## src/rtl/ahb_decode_pkg.sv

```systemverilog
// ahb_decode_pkg
//   Shared constants and types for the AHB-Lite address decoder:
//   htrans encodings, data-phase select encodings, hresp values and the
//   default-slave state type.
package ahb_decode_pkg;

  localparam logic [1:0] HTRANS_IDLE   = 2'b00;
  localparam logic [1:0] HTRANS_BUSY   = 2'b01;
  localparam logic [1:0] HTRANS_NONSEQ = 2'b10;
  localparam logic [1:0] HTRANS_SEQ    = 2'b11;

  localparam logic [2:0] SEL_S1  = 3'b000;
  localparam logic [2:0] SEL_S2  = 3'b001;
  localparam logic [2:0] SEL_S3  = 3'b010;
  localparam logic [2:0] SEL_DEF = 3'b011;

  localparam logic HRESP_OKAY  = 1'b0;
  localparam logic HRESP_ERROR = 1'b1;

  typedef enum logic [1:0] {
    IDLE = 2'b00,
    ERR1 = 2'b01,
    ERR2 = 2'b10
  } def_state_t;

endpackage

```

## src/rtl/ahb_default_slave.sv

```systemverilog
// ahb_default_slave
//   Internal default slave: answers transfers to unmapped addresses with the
//   AHB two-cycle ERROR response. Optional saturating count of error entries
//   when DECODE_ERR_CNT_EN is defined.
//
//   state | meaning
//   IDLE  | no error in progress, hreadyout=1, hresp=OKAY
//   ERR1  | first error cycle, hreadyout=0, hresp=ERROR
//   ERR2  | second error cycle, hreadyout=1, hresp=ERROR
//
// Ports:
//   hclk, hreset      clock and synchronous active-high reset
//   i_hready          system hready
//   i_active          current address phase is NONSEQ or SEQ
//   i_dec_default     current address decodes to no slave
//   o_hreadyout       default-slave hreadyout
//   o_hresp           default-slave hresp
//   o_err_count       saturating ERR1 entry count (DECODE_ERR_CNT_EN only)
module ahb_default_slave
  import ahb_decode_pkg::*;
(
  input  logic        hclk,
  input  logic        hreset,
  input  logic        i_hready,
  input  logic        i_active,
  input  logic        i_dec_default,
  output logic        o_hreadyout,
  output logic        o_hresp
`ifdef DECODE_ERR_CNT_EN
  ,
  output logic [15:0] o_err_count
`endif
);

  def_state_t r_state;
  def_state_t w_state_next;
  logic       w_err_req;

  assign w_err_req = i_hready && i_dec_default && i_active;

  always_ff @(posedge hclk) begin
    if (hreset) r_state <= IDLE;
    else        r_state <= w_state_next;
  end

  // Outputs decode from state only, so hready never reaches them combinationally.
  always_comb begin
    w_state_next = IDLE;
    o_hreadyout  = 1'b1;
    o_hresp      = HRESP_OKAY;
    unique case (r_state)
      IDLE: begin
        if (w_err_req) w_state_next = ERR1;
      end
      ERR1: begin
        o_hreadyout  = 1'b0;
        o_hresp      = HRESP_ERROR;
        w_state_next = ERR2;
      end
      ERR2: begin
        o_hresp = HRESP_ERROR;
        if (w_err_req) w_state_next = ERR1;
      end
      default: w_state_next = IDLE;
    endcase
  end

`ifdef DECODE_ERR_CNT_EN
  logic [15:0] r_err_count;

  always_ff @(posedge hclk) begin
    if (hreset)
      r_err_count <= 16'd0;
    else if ((w_state_next == ERR1) && (r_err_count != 16'hFFFF))
      r_err_count <= r_err_count + 16'd1;
  end

  assign o_err_count = r_err_count;
`endif

endmodule

```

## src/rtl/ahb_addr_decoder.sv

```systemverilog
// ahb_addr_decoder
//   AHB-Lite address decoder. Combinational one-hot slave selects in the
//   address phase, a registered data-phase select for the response mux, and
//   an internal default slave for unmapped addresses.
//   Optional feature macro: DECODE_ERR_CNT_EN (adds err_count output).
//
// Ports:
//   hclk, hreset          clock and synchronous active-high reset
//   haddr, htrans         address-phase address and transfer type
//   hready                system hready from the response mux
//   hsel_1..hsel_3        address-phase slave selects
//   sel                   data-phase select (000 s1, 001 s2, 010 s3, 011 default)
//   def_hreadyout         default-slave hreadyout
//   def_hresp             default-slave hresp
//   err_count             saturating error count (DECODE_ERR_CNT_EN only)
module ahb_addr_decoder
  import ahb_decode_pkg::*;
#(
  parameter logic [31:0] S1_BASE   = 32'h0000_0000,
  parameter logic [31:0] S2_BASE   = 32'h0001_0000,
  parameter logic [31:0] S3_BASE   = 32'h0002_0000,
  parameter logic [31:0] ADDR_MASK = 32'hFFFF_0000
) (
  input  logic        hclk,
  input  logic        hreset,
  input  logic [31:0] haddr,
  input  logic [1:0]  htrans,
  input  logic        hready,
  output logic        hsel_1,
  output logic        hsel_2,
  output logic        hsel_3,
  output logic [2:0]  sel,
  output logic        def_hreadyout,
  output logic        def_hresp
`ifdef DECODE_ERR_CNT_EN
  ,
  output logic [15:0] err_count
`endif
);

  logic       w_match1, w_match2, w_match3;
  logic [2:0] w_dec_sel;
  logic       w_dec_default;
  logic       w_active;
  logic [2:0] r_sel;

  assign w_match1 = ((haddr & ADDR_MASK) == (S1_BASE & ADDR_MASK));
  assign w_match2 = ((haddr & ADDR_MASK) == (S2_BASE & ADDR_MASK));
  assign w_match3 = ((haddr & ADDR_MASK) == (S3_BASE & ADDR_MASK));

  // Priority chain keeps the selects one-hot even if regions overlap.
  always_comb begin
    w_dec_sel = SEL_DEF;
    if      (w_match1) w_dec_sel = SEL_S1;
    else if (w_match2) w_dec_sel = SEL_S2;
    else if (w_match3) w_dec_sel = SEL_S3;
  end

  assign hsel_1        = (w_dec_sel == SEL_S1);
  assign hsel_2        = (w_dec_sel == SEL_S2);
  assign hsel_3        = (w_dec_sel == SEL_S3);
  assign w_dec_default = (w_dec_sel == SEL_DEF);
  assign w_active      = (htrans == HTRANS_NONSEQ) || (htrans == HTRANS_SEQ);

  // Resetting to the default slave keeps system hready high out of reset.
  always_ff @(posedge hclk) begin
    if (hreset)      r_sel <= SEL_DEF;
    else if (hready) r_sel <= w_dec_sel;
  end

  assign sel = r_sel;

  ahb_default_slave u_def_slave (
    .hclk          (hclk),
    .hreset        (hreset),
    .i_hready      (hready),
    .i_active      (w_active),
    .i_dec_default (w_dec_default),
    .o_hreadyout   (def_hreadyout),
    .o_hresp       (def_hresp)
`ifdef DECODE_ERR_CNT_EN
    ,
    .o_err_count   (err_count)
`endif
  );

endmodule

```

## config.mk

```make
export PLATFORM = sky130hd
export DESIGN_NAME = ahb_addr_decoder
export DESIGN_NICKNAME = d
export VERILOG_FILES = /design/src/rtl/ahb_decode_pkg.sv /design/src/rtl/ahb_default_slave.sv /design/src/rtl/ahb_addr_decoder.sv
export SDC_FILE = /design/constraint.sdc
export NUM_CORES = 1
export LEC_CHECK = 0
export ABC_AREA = 1
export CORE_UTILIZATION = 25
export CTS_CLUSTER_DIAMETER = 60
export DETAILED_ROUTE_END_ITERATION = 16
export PLACE_DENSITY = 0.78
export SETUP_SLACK_MARGIN = 0.4
export SLEW_MARGIN = 0
export SYNTH_ARGS = -nofsm -noshare
export SYNTH_HDL_FRONTEND = slang
export SYNTH_SLANG_ARGS = --single-unit
```

## constraint.sdc

```tcl
create_clock -name hclk -period 1.3 [get_ports hclk]
set_input_delay 0.13 -clock hclk [delete_from_list [all_inputs] [get_ports hclk]]
set_output_delay 0.13 -clock hclk [all_outputs]
set_load 0.02 [all_outputs]
```

---- Word-level counts from Yosys, hierarchy flattened ----
Index checks and enable logic that the tools add are counted.
word-level totals
  register bits after elaboration ......... 5
  bits in latches ......................... 0
  bits in writable memories ............... 0
  ROM bits ................................ 0
  input bits .............................. 37
  logic and storage cells ................. 26
  memories ................................ 0
operators by class
  add/subtract/negate cells ............... 0
  multiply operators ...................... 0
  divide/modulo/power cells ............... 0
  magnitude comparators ................... 0
  equal/unequal tests ..................... 9
  shift operators ......................... 0
  multiplexer cells ....................... 7
  bitwise logic cells ..................... 0
  reduce and logical (&&, ||, !) cells .... 8
operators with widths
  operator                                                           number
  32-bit logical NOT                                                 1
  16-bit by 1-bit == test with 1-bit output (second input constant)  1
  16-bit by 2-bit == test with 1-bit output (second input constant)  1
  2-bit == test (second input constant)                              3
  3-bit by 2-bit == test with 1-bit output (second input constant)   2
  3-bit two-way mux                                                  2
  1-bit two-way mux                                                  4
  2-bit one-hot mux with 2 select lines                              1
  2-bit OR reduction                                                 2
  3-bit by 1-bit == test with 1-bit output (second input constant)   1
  3-bit logical NOT                                                  1
  2-bit by 1-bit == test with 1-bit output (second input constant)   1
  1-bit logical AND                                                  2
  2-bit logical NOT                                                  1
  1-bit logical OR                                                   1

---- Longest topological paths before layout ----
  depth after elaboration ................. 9
  mapped depth ............................ 6
  depth with buffers taken out ............ 6

---- Cells and area by module ----
From an unflattened synthesis, not the netlist that was laid out.
unflattened totals
  cell total of the unflattened synthesis .. 63
  area, all modules ....................... 375.4 µm²
by module, submodules not included
  module             instances  cells each  area each (µm²)
  ahb_addr_decoder   1          42          214.0
  ahb_default_slave  1          21          161.4

---- Least setup slack after synthesis ----
Ideal clock, no wire load.
  path kind ............................... input-to-output
  start ................................... input port haddr[19]
  end ..................................... output port hsel_3
  arrival ................................. 0.850 ns
  data required time ...................... 1.170 ns
  path slack .............................. 0.320 ns
  stages on the path ...................... 4
  cell sequence ........................... or2_4 -> nor2_2 -> nand3_2 -> nor2_1
between the ends
  longest elaborated chain between the ends .. 5
  elaborated cells on any way between the ends .. 7
  those cells by class .................... eq/ne: 3; mux: 3; reduce/logical: 1
RTL lines
  item                                        line                    RTL
  start, declared                             ahb_addr_decoder.sv:26  input logic [31:0] haddr,
  16-bit by 2-bit == test with 1-bit output   ahb_addr_decoder.sv:49  assign w_match3 = ((haddr & ADDR_MASK) == (S3_BASE & ADDR_MASK));
  1-bit two-way mux                           ahb_addr_decoder.sv:56  else if (w_match3) w_dec_sel = SEL_S3;
  3-bit two-way mux                           ahb_addr_decoder.sv:55  else if (w_match2) w_dec_sel = SEL_S2;
  3-bit two-way mux *                         ahb_addr_decoder.sv:54  if (w_match1) w_dec_sel = SEL_S1;
  3-bit by 2-bit == test with 1-bit output *  ahb_addr_decoder.sv:61  assign hsel_3 = (w_dec_sel == SEL_S3);
  end, declared                               ahb_addr_decoder.sv:31  output logic hsel_3,
Every way passes the cells marked *; elsewhere a longest branch is shown, timed or not.

---- Final worst setup path ----
  start ................................... register u_def_slave.r_state[1]
  end ..................................... output port def_hresp
between the ends
  longest elaborated chain between the ends .. 3
  elaborated cells on any way between the ends .. 4
  those cells by class .................... eq/ne: 2; mux: 1; reduce/logical: 1
RTL lines
  item                                                                              line                     RTL
  start, declared                                                                   ahb_default_slave.sv:35  def_state_t r_state;
  start signal, assigned                                                            ahb_default_slave.sv:43  else r_state <= w_state_next;
  2-bit by 1-bit == test with 1-bit output / 2-bit == test (equally long branches)  ahb_default_slave.sv:51  unique case (r_state)
  2-bit OR reduction (no source line) *                                             -
  1-bit two-way mux *                                                               ahb_default_slave.sv:51
  end, declared                                                                     ahb_addr_decoder.sv:34   output logic def_hresp
Marks and branches as above.

==> results.cfg <==
[status]
outcome = complete, no violations

[placement]
dpl_cell_area_sq_um = 683
gp_congestion = 0.727
dp.cells = 95
pre_cts_ws_ns = -0.547
io_buffers = 26
hpwl_um = 785

[detailed_routing]
drt-initial-drc-count = 4
postRouteAntennaNets = 0
dr.pass1.iters = 4
wl_per_cell_um = 10.1
wl_mm = 1.04
drcViolationCount = 0
num_vias = 437
via_per_inst = 4.24

[setup_path]
startpoint = u_def_slave.r_state[1]
r2r-start = u_def_slave.r_state[1]
critPathKind = register to primary output
crit_path_end_kind = primary output
cp_data_required_time_ns = 1.17
cp_slowest_cell = dfxtp_2
slowest_delay_ns = 0.34
critPathMaxFanout = 3
start_kind = register
crit_chain = inv_4, ha_4, buf_6
cp.arrival_ns = 0.98
reg2reg_depth = 5

[finish]
stdcell_count = 103
multiInputGateArea_sq_um = 372
nFillCells = 117
antenna_cells = 0
drive_above_1_share_pct = 70.5
post-route-util_pct = 64.1
final_area_sq_um = 845
area_delta_synth_final_pct = 135
final_nets = 132
seqCellArea_sq_um = 82.6

[clock_network]
clk_latency_ns = 0.23
htree_num_levels = 1
cts_made_buffers = 3
cts_tree = yes
cts-root-buf = clkbuf_4
ctsLongestPathBuffers = 2
cts_sinks = 4
clk_pin_slew_ns = 0.03
hold_buffers = 0

[power]
p_int_mw = 0.307
vdd_ir_drop_max_uv = 465
combinationalPowerShare_pct = 34.3
swShare_pct = 26.8
power_density_mw_per_mm2 = 497
cellLeakagePower_nw = 0.391
power_mw = 0.419
power_switching_mw = 0.112
p_clk_share_pct = 34.1
p_seq_share_pct = 31.6

[sta]
fin_setup_tns_ns = 0
clock_skew_ns = 0.00000568
setup_slack_ns = 0.192
fin_crit_ns = 1.11
setup_violations = 0
fmax_mhz = 903
maxSlewViolCount = 0
finalCritPeriodShare_pct = 85.2
hold_violations = 0
hold_ws_ns = 0.455
rsz0062_at_grt = true

[global_route]
grt_pass1_wl_mm = 1.64
grt-ovfl-total = 0
grt_util_all_layers_pct = 15.7
grt_pass1_vias = 453
antenna_found_initial = 0
grt_start_max_net_pins = 5

[floorplan]
core_sq_mm = 0.00132
rows = 13
start_util_pct = 27.3
die_area_sq_mm = 0.00159
die-height_um = 39.9
fp.dieW_um = 39.9
ios = 45

[synth]
synth_top_area_share_pct = 22.3
synth-warning-count = 0
syn_nets = 92
yosysTopAreaCell = dfxtp_1
ys_top_cells_by_area = dfxtp_1 (22%), ha_1 (17%), nor2_1 (11%)
avgSynthCellArea_sq_um = 7.18
ys_seq_area_share_pct = 22.3
syn_area_sq_um = 359
syn_inst = 50
ys_seq_elements = 4
synth_cell_types = 16

[min_path]
worstHoldPathType = register to register
min_from = sel[0]
hold_depth = 2

[run]
cap_violations = 0
-- state kept, by name, summed over array words and instances (netlist names) --
name                 cells
u_def_slave.r_state      2
sel                      2
-- critical path, delay by kind of cell (launching register included) --
family,cells,cell delay (ns)
buffers and inverters,2,0.15
adders and majority gates,1,0.26
DFF,1,0.34
-- logic make-up after synthesis --
logic type / count (synthesis) / share of synthesized area [%]
AND/OR/NAND/NOR: 29 / 46.0
buffers and inverters: 9 / 10.5
adder cells (fa/ha/maj): 5 / 17.4
flip-flops: 4 / 22.3
AO/OA/AOI/OAI: 2 / 2.79
other: 1 / 1.04
-- cells in the mapped netlist (all sizes together) --
cell,instances
nor2,14
nand2,9
nor3,1
ha,5
conb,1
dfxtp,4
nand3,2
nor4,1
a21oi,2
inv,8
and2,1
buf,1
or2,1
-- final cells by class --
class / instances / area share (%)
Timing Repair Buffer: 36 / 37.5
Inverter: 8 / 3.85
Multi-Input combinational cell: 37 / 44.0
Sequential cell: 4 / 9.78
Clock buffer: 3 / 2.67
Tap cell: 15 / 2.22
-- power groups by stage --
stage	sequential (mW)	combinational, mW	clock [mW]
2_1_floorplan	0.138	0.0449	0
3_3_place_gp	0.133	0.125	0
3_5_place_dp	0.134	0.129	0
4_1_cts	0.132	0.137	0.157
5_1_grt	0.133	0.157	0.164
6_report	0.133	0.144	0.143
-- final timing paths --
path	end	slack, ns
worst min-delay path	sel[0]	0.46
worst max-delay path	def_hresp	0.19
worst max register to register	u_def_slave.r_state[0]	0.21
worst min register to register	sel[0]	0.46
-- repair_timing --
item / 4_1_cts / 5_1_grt
buffers inserted: 5 / 0
gates resized for setup: 109 / 11
endpoints found under the setup margin: 10 / 8
pin swaps: 21 / 10
-- metal layers --
metal | up-vias | wire (um) | global-route usage, %
met4 | 0 | 0 | 2.59
met5 | - | 0 | 0
met2 | 22 | 611 | 32.3
met3 | 0 | 57 | 6.25
met1 | 189 | 372 | 13.9
li1 | 226 | - | -
-- layout by cell type, fill, tap and decap left out, types with 2 or more instances in the layout --
| cell type | instances |
|---|---|
| nand2_2 | 4 |
| buf_2 | 8 |
| clkdlybuf4s50_1 | 3 |
| buf_4 | 4 |
| nand2_1 | 4 |
| nor2_2 | 4 |
| dfxtp_1 | 2 |
| nor2_1 | 4 |
| ha_1 | 2 |
| clkbuf_4 | 3 |
| dlygate4sd2_1 | 2 |
| nand3_4 | 2 |
| a21oi_1 | 2 |
| clkbuf_2 | 2 |
| ha_4 | 3 |
| buf_6 | 15 |
| clkdlybuf4s15_1 | 2 |
| dfxtp_2 | 2 |
| nor2_4 | 5 |
| inv_2 | 3 |
| inv_1 | 4 |
No activity file was read; power rests on OpenSTA's default activity.
